==> src/rtl/pid_pos_regs_pkg.sv <==
// rtl/pid_pos_regs_pkg.sv - register map, handshake states and helpers for pid_pos_axi_regs
package pid_pos_regs_pkg;

    // Per-channel register offsets (byte addresses inside a channel window)
    localparam logic [4:0] OFF_KP      = 5'h00;
    localparam logic [4:0] OFF_KI      = 5'h04;
    localparam logic [4:0] OFF_KD      = 5'h08;
    localparam logic [4:0] OFF_DESIRED = 5'h0C;
    localparam logic [4:0] OFF_ACTUAL  = 5'h10;
    localparam logic [4:0] OFF_CTRL    = 5'h14;
    localparam logic [4:0] OFF_STATUS  = 5'h18;
    localparam logic [4:0] OFF_ERROR   = 5'h1C;

    localparam int CH_STRIDE = 32'h20;
    localparam int CH_SHIFT  = $clog2(CH_STRIDE);

    localparam int CTRL_ENABLE_BIT    = 0;
    localparam int CTRL_COMMIT_BIT    = 1;
    localparam int STATUS_PENDING_BIT = 0;

    localparam logic [1:0] RESP_OKAY = 2'b00;

    typedef enum logic [1:0] {WR_IDLE, WR_ACCEPT, WR_RESP} wr_state_t;
    typedef enum logic [1:0] {RD_IDLE, RD_ACCEPT, RD_DATA} rd_state_t;

    // Byte-lane merge of a write into the previous register contents
    function automatic logic [31:0] apply_wstrb(input logic [31:0] old_val,
                                                input logic [31:0] new_val,
                                                input logic [3:0]  strb);
        logic [31:0] r;
        for (int b = 0; b < 4; b++)
            r[b*8 +: 8] = strb[b] ? new_val[b*8 +: 8] : old_val[b*8 +: 8];
        return r;
    endfunction

    // Clamp a 33-bit signed value into the 32-bit signed range
    function automatic logic [31:0] sat_to_32(input logic signed [32:0] v);
        if (v[32] != v[31])
            return v[32] ? 32'h8000_0000 : 32'h7FFF_FFFF;
        return v[31:0];
    endfunction

endpackage

==> src/rtl/pid_pos_ch_regs.sv <==
// rtl/pid_pos_ch_regs.sv - one PID channel: shadow/active gains and target, CTRL, PENDING
// Ports: clk/resetn; wr_en/wr_off/wdata/wstrb write port from the bus slave;
// sh_* shadow values for readback; kp/ki/kd/desired active values;
// enable (CTRL.ENABLE), pending (STATUS.PENDING), commit (one-cycle pulse).
module pid_pos_ch_regs
    import pid_pos_regs_pkg::*;
#(
    parameter int GAIN_W = 16,
    parameter int POS_W  = 32
) (
    input  logic              clk,
    input  logic              resetn,
    input  logic              wr_en,
    input  logic [4:0]        wr_off,
    input  logic [31:0]       wdata,
    input  logic [3:0]        wstrb,
    output logic [GAIN_W-1:0] sh_kp,
    output logic [GAIN_W-1:0] sh_ki,
    output logic [GAIN_W-1:0] sh_kd,
    output logic [POS_W-1:0]  sh_desired,
    output logic [GAIN_W-1:0] kp,
    output logic [GAIN_W-1:0] ki,
    output logic [GAIN_W-1:0] kd,
    output logic [POS_W-1:0]  desired,
    output logic              enable,
    output logic              pending,
    output logic              commit
);

    always_ff @(posedge clk) begin
        if (!resetn) begin
            sh_kp      <= '0;
            sh_ki      <= '0;
            sh_kd      <= '0;
            sh_desired <= '0;
            kp         <= '0;
            ki         <= '0;
            kd         <= '0;
            desired    <= '0;
            enable     <= 1'b0;
            pending    <= 1'b0;
            commit     <= 1'b0;
        end else begin
            commit <= 1'b0;
            if (wr_en) begin
                case (wr_off)
                    OFF_KP: begin
                        sh_kp   <= GAIN_W'(apply_wstrb(32'(sh_kp), wdata, wstrb));
                        pending <= 1'b1;
                    end
                    OFF_KI: begin
                        sh_ki   <= GAIN_W'(apply_wstrb(32'(sh_ki), wdata, wstrb));
                        pending <= 1'b1;
                    end
                    OFF_KD: begin
                        sh_kd   <= GAIN_W'(apply_wstrb(32'(sh_kd), wdata, wstrb));
                        pending <= 1'b1;
                    end
                    OFF_DESIRED: begin
                        sh_desired <= POS_W'(apply_wstrb(32'(sh_desired), wdata, wstrb));
                        pending    <= 1'b1;
                    end
                    OFF_CTRL: begin
                        // ENABLE and COMMIT both live in byte lane 0
                        if (wstrb[0]) begin
                            enable <= wdata[CTRL_ENABLE_BIT];
                            if (wdata[CTRL_COMMIT_BIT]) begin
                                kp      <= sh_kp;
                                ki      <= sh_ki;
                                kd      <= sh_kd;
                                desired <= sh_desired;
                                pending <= 1'b0;
                                commit  <= 1'b1;
                            end
                        end
                    end
                    default: ;
                endcase
            end
        end
    end

endmodule

==> src/rtl/pid_pos_axi_regs.sv <==
// rtl/pid_pos_axi_regs.sv - AXI4-Lite register bank for NUM_CH PID position channels
// Ports: s00_axi_* AXI4-Lite slave (aclk, sync active-low aresetn); kp_o/ki_o/kd_o/desired_o
// active per-channel values; actual_pos_i measured positions; enable_o per-channel enable;
// commit_o per-channel commit pulse. Optional macro PID_POS_ERR_READBACK_EN adds the
// registered ERROR readback (active desired - registered actual).
module pid_pos_axi_regs
    import pid_pos_regs_pkg::*;
#(
    parameter int NUM_CH             = 2,
    parameter int GAIN_W             = 16,
    parameter int POS_W              = 32,
    parameter int C_S_AXI_DATA_WIDTH = 32,
    localparam int C_S_AXI_ADDR_WIDTH = $clog2(NUM_CH) + 5
) (
    input  logic                            s00_axi_aclk,
    input  logic                            s00_axi_aresetn,
    input  logic [C_S_AXI_ADDR_WIDTH-1:0]   s00_axi_awaddr,
    input  logic [2:0]                      s00_axi_awprot,
    input  logic                            s00_axi_awvalid,
    output logic                            s00_axi_awready,
    input  logic [C_S_AXI_DATA_WIDTH-1:0]   s00_axi_wdata,
    input  logic [C_S_AXI_DATA_WIDTH/8-1:0] s00_axi_wstrb,
    input  logic                            s00_axi_wvalid,
    output logic                            s00_axi_wready,
    output logic [1:0]                      s00_axi_bresp,
    output logic                            s00_axi_bvalid,
    input  logic                            s00_axi_bready,
    input  logic [C_S_AXI_ADDR_WIDTH-1:0]   s00_axi_araddr,
    input  logic [2:0]                      s00_axi_arprot,
    input  logic                            s00_axi_arvalid,
    output logic                            s00_axi_arready,
    output logic [C_S_AXI_DATA_WIDTH-1:0]   s00_axi_rdata,
    output logic [1:0]                      s00_axi_rresp,
    output logic                            s00_axi_rvalid,
    input  logic                            s00_axi_rready,
    output logic [NUM_CH*GAIN_W-1:0]        kp_o,
    output logic [NUM_CH*GAIN_W-1:0]        ki_o,
    output logic [NUM_CH*GAIN_W-1:0]        kd_o,
    output logic [NUM_CH*POS_W-1:0]         desired_o,
    input  logic [NUM_CH*POS_W-1:0]         actual_pos_i,
    output logic [NUM_CH-1:0]               enable_o,
    output logic [NUM_CH-1:0]               commit_o
);

    localparam int AW = C_S_AXI_ADDR_WIDTH;

    wr_state_t   wr_state;
    rd_state_t   rd_state;
    logic        wr_fire;
    logic [AW-1:0] wr_ch;
    logic [AW-1:0] rd_ch;
    logic [4:0]  wr_off;
    logic [4:0]  rd_off;
    logic [31:0] rd_mux;
    logic [31:0] ch_rd [NUM_CH];
    logic [NUM_CH-1:0] ch_pending;
    logic        unused_inputs;

    assign unused_inputs = ^{s00_axi_awprot, s00_axi_arprot,
                             s00_axi_awaddr[1:0], s00_axi_araddr[1:0]};

    // Address and data are consumed on the edge that completes the AW/W handshake
    assign wr_fire = s00_axi_awready && s00_axi_awvalid && s00_axi_wready && s00_axi_wvalid;
    assign wr_ch   = s00_axi_awaddr >> CH_SHIFT;
    assign rd_ch   = s00_axi_araddr >> CH_SHIFT;
    assign wr_off  = {s00_axi_awaddr[4:2], 2'b00};
    assign rd_off  = {s00_axi_araddr[4:2], 2'b00};

    assign s00_axi_bresp = RESP_OKAY;
    assign s00_axi_rresp = RESP_OKAY;

    for (genvar c = 0; c < NUM_CH; c++) begin : g_ch
        logic [GAIN_W-1:0] sh_kp;
        logic [GAIN_W-1:0] sh_ki;
        logic [GAIN_W-1:0] sh_kd;
        logic [POS_W-1:0]  sh_desired;
        logic [POS_W-1:0]  act_q;
        logic [31:0]       err_rd;
        logic [31:0]       rd_val;

        pid_pos_ch_regs #(.GAIN_W(GAIN_W), .POS_W(POS_W)) u_ch (
            .clk        (s00_axi_aclk),
            .resetn     (s00_axi_aresetn),
            .wr_en      (wr_fire && (wr_ch == AW'(c))),
            .wr_off     (wr_off),
            .wdata      (s00_axi_wdata),
            .wstrb      (s00_axi_wstrb),
            .sh_kp      (sh_kp),
            .sh_ki      (sh_ki),
            .sh_kd      (sh_kd),
            .sh_desired (sh_desired),
            .kp         (kp_o[c*GAIN_W +: GAIN_W]),
            .ki         (ki_o[c*GAIN_W +: GAIN_W]),
            .kd         (kd_o[c*GAIN_W +: GAIN_W]),
            .desired    (desired_o[c*POS_W +: POS_W]),
            .enable     (enable_o[c]),
            .pending    (ch_pending[c]),
            .commit     (commit_o[c])
        );

        always_ff @(posedge s00_axi_aclk) begin
            if (!s00_axi_aresetn) act_q <= '0;
            else                  act_q <= actual_pos_i[c*POS_W +: POS_W];
        end

`ifdef PID_POS_ERR_READBACK_EN
        logic signed [POS_W:0] err_q;
        logic [POS_W-1:0]      des_act;
        assign des_act = desired_o[c*POS_W +: POS_W];

        // One extra bit keeps the difference of two POS_W values exact
        always_ff @(posedge s00_axi_aclk) begin
            if (!s00_axi_aresetn) err_q <= '0;
            else err_q <= $signed({des_act[POS_W-1], des_act}) - $signed({act_q[POS_W-1], act_q});
        end
        assign err_rd = sat_to_32(33'(err_q));
`else
        assign err_rd = '0;
`endif

        always_comb begin
            rd_val = '0;
            case (rd_off)
                OFF_KP:      rd_val = 32'(sh_kp);
                OFF_KI:      rd_val = 32'(sh_ki);
                OFF_KD:      rd_val = 32'(sh_kd);
                OFF_DESIRED: rd_val = 32'($signed(sh_desired));
                OFF_ACTUAL:  rd_val = 32'($signed(act_q));
                OFF_CTRL:    rd_val[CTRL_ENABLE_BIT] = enable_o[c];
                OFF_STATUS:  rd_val[STATUS_PENDING_BIT] = ch_pending[c];
                OFF_ERROR:   rd_val = err_rd;
                default:     rd_val = '0;
            endcase
        end
        assign ch_rd[c] = rd_val;
    end

    // Channel indices with no instance fall through to zero
    always_comb begin
        rd_mux = '0;
        for (int c = 0; c < NUM_CH; c++)
            if (rd_ch == AW'(c)) rd_mux = ch_rd[c];
    end

    always_ff @(posedge s00_axi_aclk) begin
        if (!s00_axi_aresetn) begin
            wr_state        <= WR_IDLE;
            s00_axi_awready <= 1'b0;
            s00_axi_wready  <= 1'b0;
            s00_axi_bvalid  <= 1'b0;
        end else begin
            case (wr_state)
                WR_IDLE: if (s00_axi_awvalid && s00_axi_wvalid) begin
                    s00_axi_awready <= 1'b1;
                    s00_axi_wready  <= 1'b1;
                    wr_state        <= WR_ACCEPT;
                end
                WR_ACCEPT: begin
                    s00_axi_awready <= 1'b0;
                    s00_axi_wready  <= 1'b0;
                    s00_axi_bvalid  <= 1'b1;
                    wr_state        <= WR_RESP;
                end
                WR_RESP: if (s00_axi_bready) begin
                    s00_axi_bvalid <= 1'b0;
                    wr_state       <= WR_IDLE;
                end
                default: wr_state <= WR_IDLE;
            endcase
        end
    end

    always_ff @(posedge s00_axi_aclk) begin
        if (!s00_axi_aresetn) begin
            rd_state        <= RD_IDLE;
            s00_axi_arready <= 1'b0;
            s00_axi_rvalid  <= 1'b0;
            s00_axi_rdata   <= '0;
        end else begin
            case (rd_state)
                RD_IDLE: if (s00_axi_arvalid) begin
                    s00_axi_arready <= 1'b1;
                    rd_state        <= RD_ACCEPT;
                end
                RD_ACCEPT: begin
                    // Sampled before any same-edge write lands, so reads see the old value
                    s00_axi_arready <= 1'b0;
                    s00_axi_rvalid  <= 1'b1;
                    s00_axi_rdata   <= rd_mux;
                    rd_state        <= RD_DATA;
                end
                RD_DATA: if (s00_axi_rready) begin
                    s00_axi_rvalid <= 1'b0;
                    rd_state       <= RD_IDLE;
                end
                default: rd_state <= RD_IDLE;
            endcase
        end
    end

endmodule

==> config.mk <==
export PLATFORM = sky130hd
export DESIGN_NAME = pid_pos_axi_regs
export DESIGN_NICKNAME = d
export VERILOG_FILES = /design/src/rtl/pid_pos_regs_pkg.sv /design/src/rtl/pid_pos_ch_regs.sv /design/src/rtl/pid_pos_axi_regs.sv
export SDC_FILE = /design/constraint.sdc
export NUM_CORES = 1
export LEC_CHECK = 0
export ABC_CLOCK_PERIOD_IN_PS = 4000
export CAP_MARGIN = 20
export CORE_ASPECT_RATIO = 1.1
export CORE_MARGIN = 5
export CORE_UTILIZATION = 46
export CTS_BUF_LIST = sky130_fd_sc_hd__clkbuf_4 sky130_fd_sc_hd__clkbuf_8 sky130_fd_sc_hd__clkbuf_16
export CTS_CLUSTER_SIZE = 28
export DETAILED_ROUTE_END_ITERATION = 8
export MAX_ROUTING_LAYER = met4
export PLACE_DENSITY = 0.8
export SYNTH_ARGS = -nofsm -noshare
export SYNTH_HDL_FRONTEND = slang
export SYNTH_SLANG_ARGS = --single-unit
==> constraint.sdc <==
create_clock -name s00_axi_aclk -period 4 [get_ports s00_axi_aclk]
set_clock_uncertainty 0.1 [all_clocks]
set_input_delay 0.8 -clock s00_axi_aclk [delete_from_list [all_inputs] [get_ports s00_axi_aclk]]
set_output_delay 0.8 -clock s00_axi_aclk [all_outputs]
set_load 0.05 [all_outputs]
# == Word level (Yosys, flattened, before mapping) ==
# Cells that the tools add are included.
# totals
ff_bits,430
latch_bits,0
mem_bits_rw,0
mem_bits_ro,0
in_bits,125
output_inout_bits,205
wordCells,141
n_memories,0
# classes
add_sub_neg,0
mul,0
div_mod_pow,0
n_lt_le_gt_ge,0
n_eq_ne,20
shift,0
n_mux,26
bitwise_logic,0
reduce_logical,52
# ops
operator,n
case mux 31 bit (5 select lines),2
AND reduction 3 bit,22
two-way mux 32 bit,2
AND reduction 2 bit,8
AND reduction 4 bit,4
case mux 1 bit (7 select lines),2
equality test 3 x 2 -> 1 bit (second input constant),4
equality test 3 bit (second input constant),4
zero test 6 bit,2
!= test 2 bit (second input constant),6
case mux 2 bit (3 select lines),2
zero test 5 bit,2
case mux 1 bit (2 select lines),5
nonzero test 2 bit,5
two-way mux 1 bit,9
two-way mux 2 bit,4
equality test 3 x 1 -> 1 bit (second input constant),2
logical AND 1 bit,6
equality test 2 x 1 -> 1 bit (second input constant),2
equality test 2 bit (second input constant),2
zero test 2 bit,2
OR reduction 4 bit,1

# == Depth between registers and ports, before layout ==
# Gate-level depths: netlist (run 1).
# logic_depth
ltp_word,5
depth_mapped,8
mapped_depth_nobuf,4

# == Hierarchy ==
# Synthesis (run 1) repeated with hierarchy kept, for this count alone.
# unflattened
hier_cells,1678
area_unflattened_um2,17266.6
# modules_own_cells
module,n_inst,cells_each,area_per_inst_um2,seq_area_each_um2
pid_pos_ch_regs,2,577,6044.5,3263.1
pid_pos_axi_regs,1,524,5177.5,2082.0

# == Worst setup path after synthesis (run 1) ==
# Ideal clock, no wire load.
# synth_timing
path_kind,input-to-reg
from,input s00_axi_araddr[3]
to,register s00_axi_rdata[8]
setup_time_ps,117
t_arrival_ps,1988
required_time_ps,3783
path_slack_ps,1795
stages,4
path_buffers,1
cell_sequence,buf_2 -> mux4_2 -> a221o_1 -> a32o_1
# synth_between
elab_chain_len,4
word_cells_on_any_way,9
cone_classes,4 x eq/ne; 4 x mux; 1 x reduce/logical
# synth_lines
element,line,rtl
from (decl),pid_pos_axi_regs.sv:28,"input logic [C_S_AXI_ADDR_WIDTH-1:0] s00_axi_araddr,"
"equality test 3 bit, or another cell as far along",pid_pos_axi_regs.sv:123,case (rd_off)
case mux 31 bit (5 select lines),pid_pos_axi_regs.sv:123,
two-way mux 32 bit,pid_pos_axi_regs.sv:142,if (rd_ch == AW'(c)) rd_mux = ch_rd[c];
two-way mux 32 bit (*),pid_pos_axi_regs.sv:142,
to (signal assigned),pid_pos_axi_regs.sv:189,s00_axi_rdata <= rd_mux;
to (decl),pid_pos_axi_regs.sv:32,"output logic [C_S_AXI_DATA_WIDTH-1:0] s00_axi_rdata,"
# Mark *: on every way between the ends. The rest lies on a longest branch, timed or not.
# A chain may end at the register's enable or synchronous reset.

# == Worst setup path after layout (run 1) ==
# layout_timing
from,input s00_axi_araddr[3]
to,register s00_axi_rdata[16]
# Same word-level chain as after synthesis.

==> out/summary.log, run 1 <==
qor: hold_path.min_delay_path_depth 2
qor: power.internal_power 7317 uW
qor: yosys.synth-warning-count 0
qor: global_routing.met1_capacity_usage_during_global_routing 0.3389
qor: routing.drt-vias-per-instance 5.469
qor: floorplan.die-area 41490 sq um
qor: yosys.synth_edf_count 0
qor: clock_tree.cts_htree_levels 2
qor: clock_tree.cts_tree built
qor: global_routing.use_met3 0.04987
qor: cells_and_area.layout-drive-gt1-share 0.07518
qor: timing.setup_viol_count_final 0
qor: critical_path.critPathMaxStageDelay 1.01 ns
qor: yosys.seq_area_frac_synth 0.4989
qor: clock_tree.post-cts-setup-buffers 0
qor: routing.remaining_drc_errors 0
qor: critical_path.worst_flop_to_flop_path_startpoint s00_axi_wready
qor: floorplan.std_cell_rows 74
qor: power.p_comb_frac 0.060
qor: yosys.netlist_instances 1805
qor: critical_path.timing.critical_path.max_delay_family buffers and inverters
qor: critical_path.biggest_fanout_along_the_worst_timing_path 17
qor: job.drv.max_cap_violation_count 0
qor: clock_tree.cts.hold.buffers_added 0
qor: cells_and_area.diodes 0
qor: clock_tree.cts-root-to-sink-buffers 3
qor: placed_design.gpl.final_weighted_congestion 0.9055
qor: timing.final-hold-violation-count 0
qor: global_routing.total_grt_overflow 0
qor: cells_and_area.registers_with_the_highest_flip_flop_counts g_ch.act_q x64, g_ch.u_ch.desired x64, g_ch.u_ch.sh_desired x64
qor: clock_tree.clkSlewWorstSetupHoldPaths 0.06 ns
qor: power.leakagePower 0.008520 uW
qor: power.power.density_cell_area 423.3 nW/um^2
qor: critical_path.worst-endpoint-arrival 3.19 ns
qor: timing.tns 0 ns
qor: hold_path.hold_end s00_axi_rdata[18]
qor: global_routing.antenna_found_initial 0
qor: global_routing.groute.layer.met2.usage 0.4428
qor: critical_path.crit_path_frequent_cell sky130_fd_sc_hd__buf_4
qor: yosys.post-synth-top-area-cell sky130_fd_sc_hd__dfxtp_1
qor: routing.route.antenna.remaining_nets 0
qor: yosys.synth.area.top_cells sky130_fd_sc_hd__dfxtp_1, sky130_fd_sc_hd__mux2i_1, sky130_fd_sc_hd__nand2_1
qor: critical_path.timing.critical_path.slowest_stage_cell sky130_fd_sc_hd__clkdlybuf4s50_1
qor: yosys.synthMostInstantiatedCell sky130_fd_sc_hd__dfxtp_1
qor: clock_tree.clk_root_buffer_cell sky130_fd_sc_hd__clkbuf_16
qor: placed_design.final_hpwl_from_detailed_placement 40520 um
qor: floorplan.vertical_die_dimension 213.1 um
qor: critical_path.worstPathRequired 4.32 ns
qor: yosys.ys_seq_elements 430
qor: critical_path.critical_path.endpoint_type flip-flop
qor: floorplan.start_util 0.4648
qor: critical_path.worst-setup-path-type input port to flip-flop
qor: routing.routed_wirelength 56690 um
qor: clock_tree.post_cts.resized_instances 0
qor: critical_path.timing.reg2reg.setup_slack 1.90 ns
qor: timing.max_freq 0.3486 GHz
qor: floorplan.core_area 37130 sq um
qor: timing.period_share 0.7172
qor: global_routing.grt.busiest_layer met2
qor: global_routing.grt_max_degree 191
qor: hold_path.min-delay-start s00_axi_rdata[18]
qor: yosys.ys_async_sr_fraction 0
qor: run_status.outcome finished clean
qor: clock_tree.cts.sinks 430
qor: critical_path.crit_path_start_kind input port
qor: placed_design.port_buffers 315
qor: yosys.prevailing_post_synth_register_cell sky130_fd_sc_hd__dfxtp_1
qor: hold_path.min_path_type flip-flop to flip-flop
qor: power.p_sw_frac 0.2233
qor: clock_tree.cts-buffers-inserted 44
qor: critical_path.timing.critical_path.buf_inv 3
qor: floorplan.die_width 194.7 um
qor: timing.maxSlewViolCount 0
qor: critical_path.worstRegToRegCells 5
qor: clock_tree.insertion_delay 0.58 ns
qor: power.share_clk_of_total_power 0.478
qor: timing.period_needed 2.869 ns
qor: routing.drt_first_iter_violations 1095
qor: cells_and_area.num-nets-final 2164
qor: power.net-switching-power 2104 uW
qor: floorplan.io-pin-count 330
qor: cells_and_area.area_growth_syn_to_layout 28.99%
qor: yosys.netlist-cell-type-count 55
qor: global_routing.number_of_global_route_vias_before_repair 13.77k
qor: timing.timing_worst_slew_pin_value 1.109 ns
qor: routing.wl_per_cell 22.07 um
qor: global_routing.grt_pass1_wl 84770 um
qor: power.worst_ir_drop_vdd 0.3251 mV
qor: routing.drt_pre_antenna_iters 7
qor: timing.grt_setup_unrepaired false
qor: power.share_seq_of_total_power 0.462
qor: timing.relSlewSlack 0.2589
qor: yosys.postSynthAreaPerCell 9.560 sq um
qor: yosys.syn-cell-area 17260 sq um
qor: critical_path.r2r_end g_ch[0].u_ch.sh_ki[14]
qor: yosys.synth.cells.most_frequent sky130_fd_sc_hd__dfxtp_1, sky130_fd_sc_hd__nand2_1, sky130_fd_sc_hd__mux2i_1
qor: global_routing.grtUsageTotal 0.2701
qor: power.finalPower 9421 uW
qor: critical_path.cp_cell_sequence clkdlybuf4s50_1 -> buf_4 -> or2_0 -> a21o_1 -> buf_4 -> o31ai_1
qor: yosys.synth_largest_type_area_fraction 0.4989
qor: routing.dr_total_vias 14.05k
## layout make-up
| type | count | area (sq um) |
|---|---|---|
| flip-flops and latches | 430 | 8608 |
| clock inverters | 20 | 321.6 |
| well taps | 494 | 618.1 |
| multi-input cells | 1213 | 7895 |
| inverters | 5 | 18.77 |
| clock buffers | 62 | 1299 |
| fillers | 3103 | 14870 |
| repair buffers | 345 | 3497 |
## worst min-delay path, delay by kind of cell, from the launching register on
| family | cells | cell delay, ns |
|---|---|---|
| AND/OR/NAND/NOR | 1 | 0.05 |
| flip-flops | 1 | 0.32 |
| AO/OA/AOI/OAI | 1 | 0.05 |
## power by group through the flow
| stage | Sequential, uW | Clock (uW) | Combinational (uW) |
|---|---|---|---|
| finish | 4360 | 4500 | 561 |
| global route | 4360 | 4760 | 587 |
| CTS | 4360 | 4570 | 554 |
| detailed placement | 4450 | 0 | 551 |
| global placement | 4450 | 0 | 548 |
| floorplan | 4480 | 0 | 281 |
## metal layers
metal / vias up / part of all wire / wire, um
li1: 6620 / - / -
met1: 6748 / 0.42 / 23780
met2: 577 / 0.47 / 26770
met3: 105 / 0.073 / 4164
met4: 0 / 0.035 / 1974
met5: - / 0 / 0
## kinds of logic after synthesis
| logic type | after synthesis | synth area share |
|---|---|---|
| AO/OA/AOI/OAI | 353 | 0.1573 |
| buffers and inverters | 165 | 0.04438 |
| flip-flops | 430 | 0.4989 |
| multiplexers | 176 | 0.1057 |
| other | 1 | 0.0002173 |
| AND/OR/NAND/NOR | 680 | 0.1935 |
## through the flow
stage | utilization | cells | cell area [sq um] | worst slack (ns) | hold WS [ns]
2_1_floorplan | - | 1808 | 17270 | 1.795 | 0.3373
3_3_place_gp | 0.5558 | 2487 | 20640 | 0.6789 | 0.3334
3_5_place_dp | 0.5558 | 2487 | 20640 | 0.6493 | 0.3391
4_1_cts | 0.5995 | 2569 | 22260 | 1.227 | 0.3528
5_1_grt | 0.5995 | 2569 | 22260 | 1.062 | 0.3712
6_report | 0.5995 | 2569 | 22260 | 1.131 | 0.3502
## worst max path at each step
stage                     cells past startpoint           endpoint              start  slack [ns]
after CTS                                     1  s00_axi_rdata[12]  s00_axi_rdata[12]        1.23
after global placement                        6  s00_axi_rdata[18]  s00_axi_araddr[3]        0.68
final                                         6  s00_axi_rdata[16]  s00_axi_araddr[3]        1.13
after detailed placement                      6  s00_axi_rdata[29]  s00_axi_araddr[3]        0.65
after floorplan                               4   s00_axi_rdata[8]  s00_axi_araddr[3]        1.79
after global routing                          6  s00_axi_rdata[18]  s00_axi_araddr[3]        1.06
## placed cells by master, fill, tap and decap left out, drive strengths merged, types with 11 or more instances in the layout
cell type / synthesis / final
clkbuf: 90 / 63
mux2i: 162 / 162
a21boi: 187 / 187
o2bb2ai: 12 / 12
nand3: 25 / 25
nor2b: 146 / 146
buf: 70 / 32
o221ai: 11 / 11
o21ai: 11 / 11
dfxtp: 430 / 430
a22oi: 20 / 20
and2: 67 / 67
a21oi: 13 / 13
a221oi: 48 / 48
nand2: 401 / 401
o31ai: 20 / 20
clkdlybuf4s50: 0 / 312
(Power assumes the default switching activity.)
==> inputs of run 2 (changes only) <==
--- a/config.mk
+++ b/config.mk
@@ -5,7 +5,7 @@
 export SDC_FILE = /design/constraint.sdc
 export NUM_CORES = 1
 export LEC_CHECK = 0
-export ABC_CLOCK_PERIOD_IN_PS = 4000
+export ABC_CLOCK_PERIOD_IN_PS = 3000
 export CAP_MARGIN = 20
 export CORE_ASPECT_RATIO = 1.1
 export CORE_MARGIN = 5
==> constraint.sdc (replaced) <==
create_clock -name s00_axi_aclk -period 3 [get_ports s00_axi_aclk]
set_clock_uncertainty 0.1 [all_clocks]
set_input_delay 0.6 -clock s00_axi_aclk [delete_from_list [all_inputs] [get_ports s00_axi_aclk]]
set_output_delay 0.6 -clock s00_axi_aclk [all_outputs]
set_load 0.05 [all_outputs]
==> out/summary.log, run 2 (synthesized netlist as in run 1, its figures left out) <==
qor: timing.period_needed 2.582 ns
qor: clock_tree.cts-root-to-sink-buffers 3 [unchanged]
qor: clock_tree.cts.hold.buffers_added 0 [unchanged]
qor: run_status.outcome finished clean
qor: job.drv.max_cap_violation_count 0 [unchanged]
qor: critical_path.timing.critical_path.slowest_stage_cell sky130_fd_sc_hd__clkdlybuf4s50_1
qor: critical_path.critPathMaxStageDelay 0.92 ns [-0.09 ns]
qor: critical_path.timing.critical_path.buf_inv 1 [-2]
qor: clock_tree.post-cts-setup-buffers 0 [unchanged]
qor: critical_path.biggest_fanout_along_the_worst_timing_path 4 [-13]
qor: critical_path.worstRegToRegCells 5 [unchanged]
qor: routing.wl_per_cell 21.89 um [-0.78%]
qor: routing.met2_length 26670 um [-0.38%]
qor: power.leakagePower 0.008504 uW [-0.19%]
qor: critical_path.timing.critical_path.depth 1 [-5]
qor: clock_tree.post_cts.resized_instances 0 [unchanged]
qor: floorplan.die_width 194.7 um [unchanged]
qor: timing.holdWs 0.3505 ns [+0.0002650 ns]
qor: critical_path.worst_flop_to_flop_path_startpoint s00_axi_wready
qor: floorplan.io-pin-count 330 [unchanged]
qor: routing.m1WireLength 23120 um [-2.8%]
qor: timing.period_share 0.8605
qor: global_routing.antenna_found_initial 1 [+1]
qor: timing.setup_viol_count_final 0 [unchanged]
qor: timing.grt_setup_unrepaired false
qor: global_routing.grt_pass1_wl 84740 um [about the same]
qor: critical_path.crit_end s00_axi_rdata[12]
qor: clock_tree.insertion_delay 0.55 ns [-0.03 ns]
qor: cells_and_area.num-nets-final 2173 [+0.42%]
qor: critical_path.crit_path_start_kind flip-flop
qor: placed_design.place_ws 0.2326 ns [-0.4167 ns]
qor: timing.maxSlewViolCount 0 [unchanged]
qor: critical_path.r2r_end g_ch[0].u_ch.sh_kp[12]
qor: placed_design.gpl.final_weighted_congestion 0.9455 [+4.4%]
qor: global_routing.total_grt_overflow 0 [unchanged]
qor: floorplan.std_cell_rows 74 [unchanged]
qor: timing.max_freq 0.3874 GHz
qor: power.power.density_cell_area 539.0 nW/um^2 [+27%]
qor: routing.drt_pre_antenna_iters 5 [-2]
qor: critical_path.timing.reg2reg.setup_slack 0.93 ns [-0.97 ns]
qor: critical_path.timing.critical_path.max_delay_family buffers and inverters
qor: floorplan.vertical_die_dimension 213.1 um [unchanged]
qor: routing.dr_total_vias 14.22k [+1.2%]
qor: critical_path.worstPathRequired 2.30 ns [-2.02 ns]
qor: timing.timing_worst_slew_pin_value 0.9403 ns [-0.1690 ns]
qor: routing.highest_signal_layer met4
qor: critical_path.critical_path.endpoint_type output pin
qor: routing.drt-vias-per-instance 5.525 [+1.0%]
qor: global_routing.grtUsageTotal 0.2695 [-0.0006475]
qor: floorplan.core_area 37130 sq um [unchanged]
qor: critical_path.cp_cell_sequence clkdlybuf4s50_1
qor: placed_design.final_hpwl_from_detailed_placement 40750 um [+0.58%]
qor: cells_and_area.layout.core_utilization 0.5977 [-0.001820]
qor: floorplan.start_util 0.4648 [unchanged]
qor: routing.routed-wl-met3 4277 um [+2.7%]
qor: cells_and_area.registers_with_the_highest_flip_flop_counts g_ch.act_q x64, g_ch.u_ch.desired x64, g_ch.u_ch.sh_desired x64
qor: global_routing.grt_max_degree 154 [-19%]
qor: timing.relSlewSlack 0.3731 [+0.1142]
qor: clock_tree.clk_root_buffer_cell sky130_fd_sc_hd__clkbuf_16
qor: cells_and_area.layout.cells.most_common sky130_fd_sc_hd__dfxtp_1
qor: power.worst_ir_drop_vdd 0.3733 mV [+15%]
qor: critical_path.worst-setup-path-type flip-flop to output pin
qor: timing.post-route-worst-setup-slack 0.4185 ns [-0.7127 ns]
qor: clock_tree.cts_tree built
qor: cells_and_area.area_growth_syn_to_layout 28.60%
qor: clock_tree.cts-buffers-inserted 43 [-2.3%]
qor: floorplan.die-area 41490 sq um [unchanged]
qor: clock_tree.cts_htree_levels 2 [unchanged]
qor: routing.drt_first_iter_violations 1223 [+12%]
qor: global_routing.number_of_global_route_vias_before_repair 14.05k [+2.1%]
qor: routing.routed_wirelength 56350 um [-0.58%]
qor: cells_and_area.final_cell_mix sky130_fd_sc_hd__dfxtp_1, sky130_fd_sc_hd__nand2_1, sky130_fd_sc_hd__clkdlybuf4s50_1
qor: critical_path.worst-endpoint-arrival 1.88 ns [-1.31 ns]
qor: routing.remaining_drc_errors 0 [unchanged]
qor: clock_tree.clkSlewWorstSetupHoldPaths 0.06 ns [about the same]
qor: clock_tree.cts.sinks 430 [unchanged]
qor: timing.final-hold-violation-count 0 [unchanged]
qor: critical_path.setup.worst_path.start s00_axi_rdata[12]
qor: placed_design.port_buffers 315 [unchanged]
qor: hold_path.min_path_type flip-flop to flip-flop
qor: routing.route.antenna.remaining_nets 0 [unchanged]
qor: power.finalPower 11960 uW [+27%]
qor: cells_and_area.layout-drive-gt1-share 0.07696 [+0.001779]
qor: timing.tns 0 ns [unchanged]
run 2: area by class of cell:
type	instances	area (sq um)
diodes	1	2.502
clock buffers	66	1310
clock inverters	10	115.1
fillers	3123	14940
inverters	5	18.77
multi-input cells	1213	7895
flip-flops and latches	430	8608
well taps	494	618.1
repair buffers	355	3622
run 2: worst min-delay path by stage:
stage	depth (start not counted)	slack, ns	from	end
final	2	0.35	g_ch[0].u_ch.kp[3]	g_ch[0].u_ch.kp[3]
after global routing	2	0.37	g_ch[0].u_ch.desired[15]	g_ch[0].u_ch.desired[15]
after CTS	2	0.35	g_ch[1].u_ch.kd[13]	g_ch[1].u_ch.kd[13]
after detailed placement	2	0.34	s00_axi_rdata[28]	s00_axi_rdata[28]
after global placement	2	0.34	s00_axi_rdata[23]	s00_axi_rdata[23]
after floorplan	1	0.34	wr_state[1]	wr_state[0]
run 2: metal layers:
layer / up-vias / global-route usage
met5: - / -
met4: 0 / 0.1033
met3: 125 / 0.04545
met2: 648 / 0.4410
met1: 6816 / 0.3369
li1: 6632 / -
run 2: where the power goes:
group	switching [uW]	internal (uW)	total [uW]
Combinational	428	337	765
Sequential	32.3	5770	5810
Clock	2200	3190	5390
run 2: through the flow:
stage / std cells / cell area, sq um
detailed placement: 2497 / 20760
global placement: 2497 / 20760
global route: 2574 / 22190
finish: 2574 / 22190
CTS: 2573 / 22190
floorplan: 1808 / 17270
==> inputs of run 3 (changes only) <==
--- a/config.mk
+++ b/config.mk
@@ -15,6 +15,7 @@
 export DETAILED_ROUTE_END_ITERATION = 8
 export MAX_ROUTING_LAYER = met4
 export PLACE_DENSITY = 0.8
+export SKIP_LAST_GASP = 1
 export SYNTH_ARGS = -nofsm -noshare
 export SYNTH_HDL_FRONTEND = slang
 export SYNTH_SLANG_ARGS = --single-unit
==> results of run 3 <==
The final DEF is identical to that of run 2; final timing and power are the same.
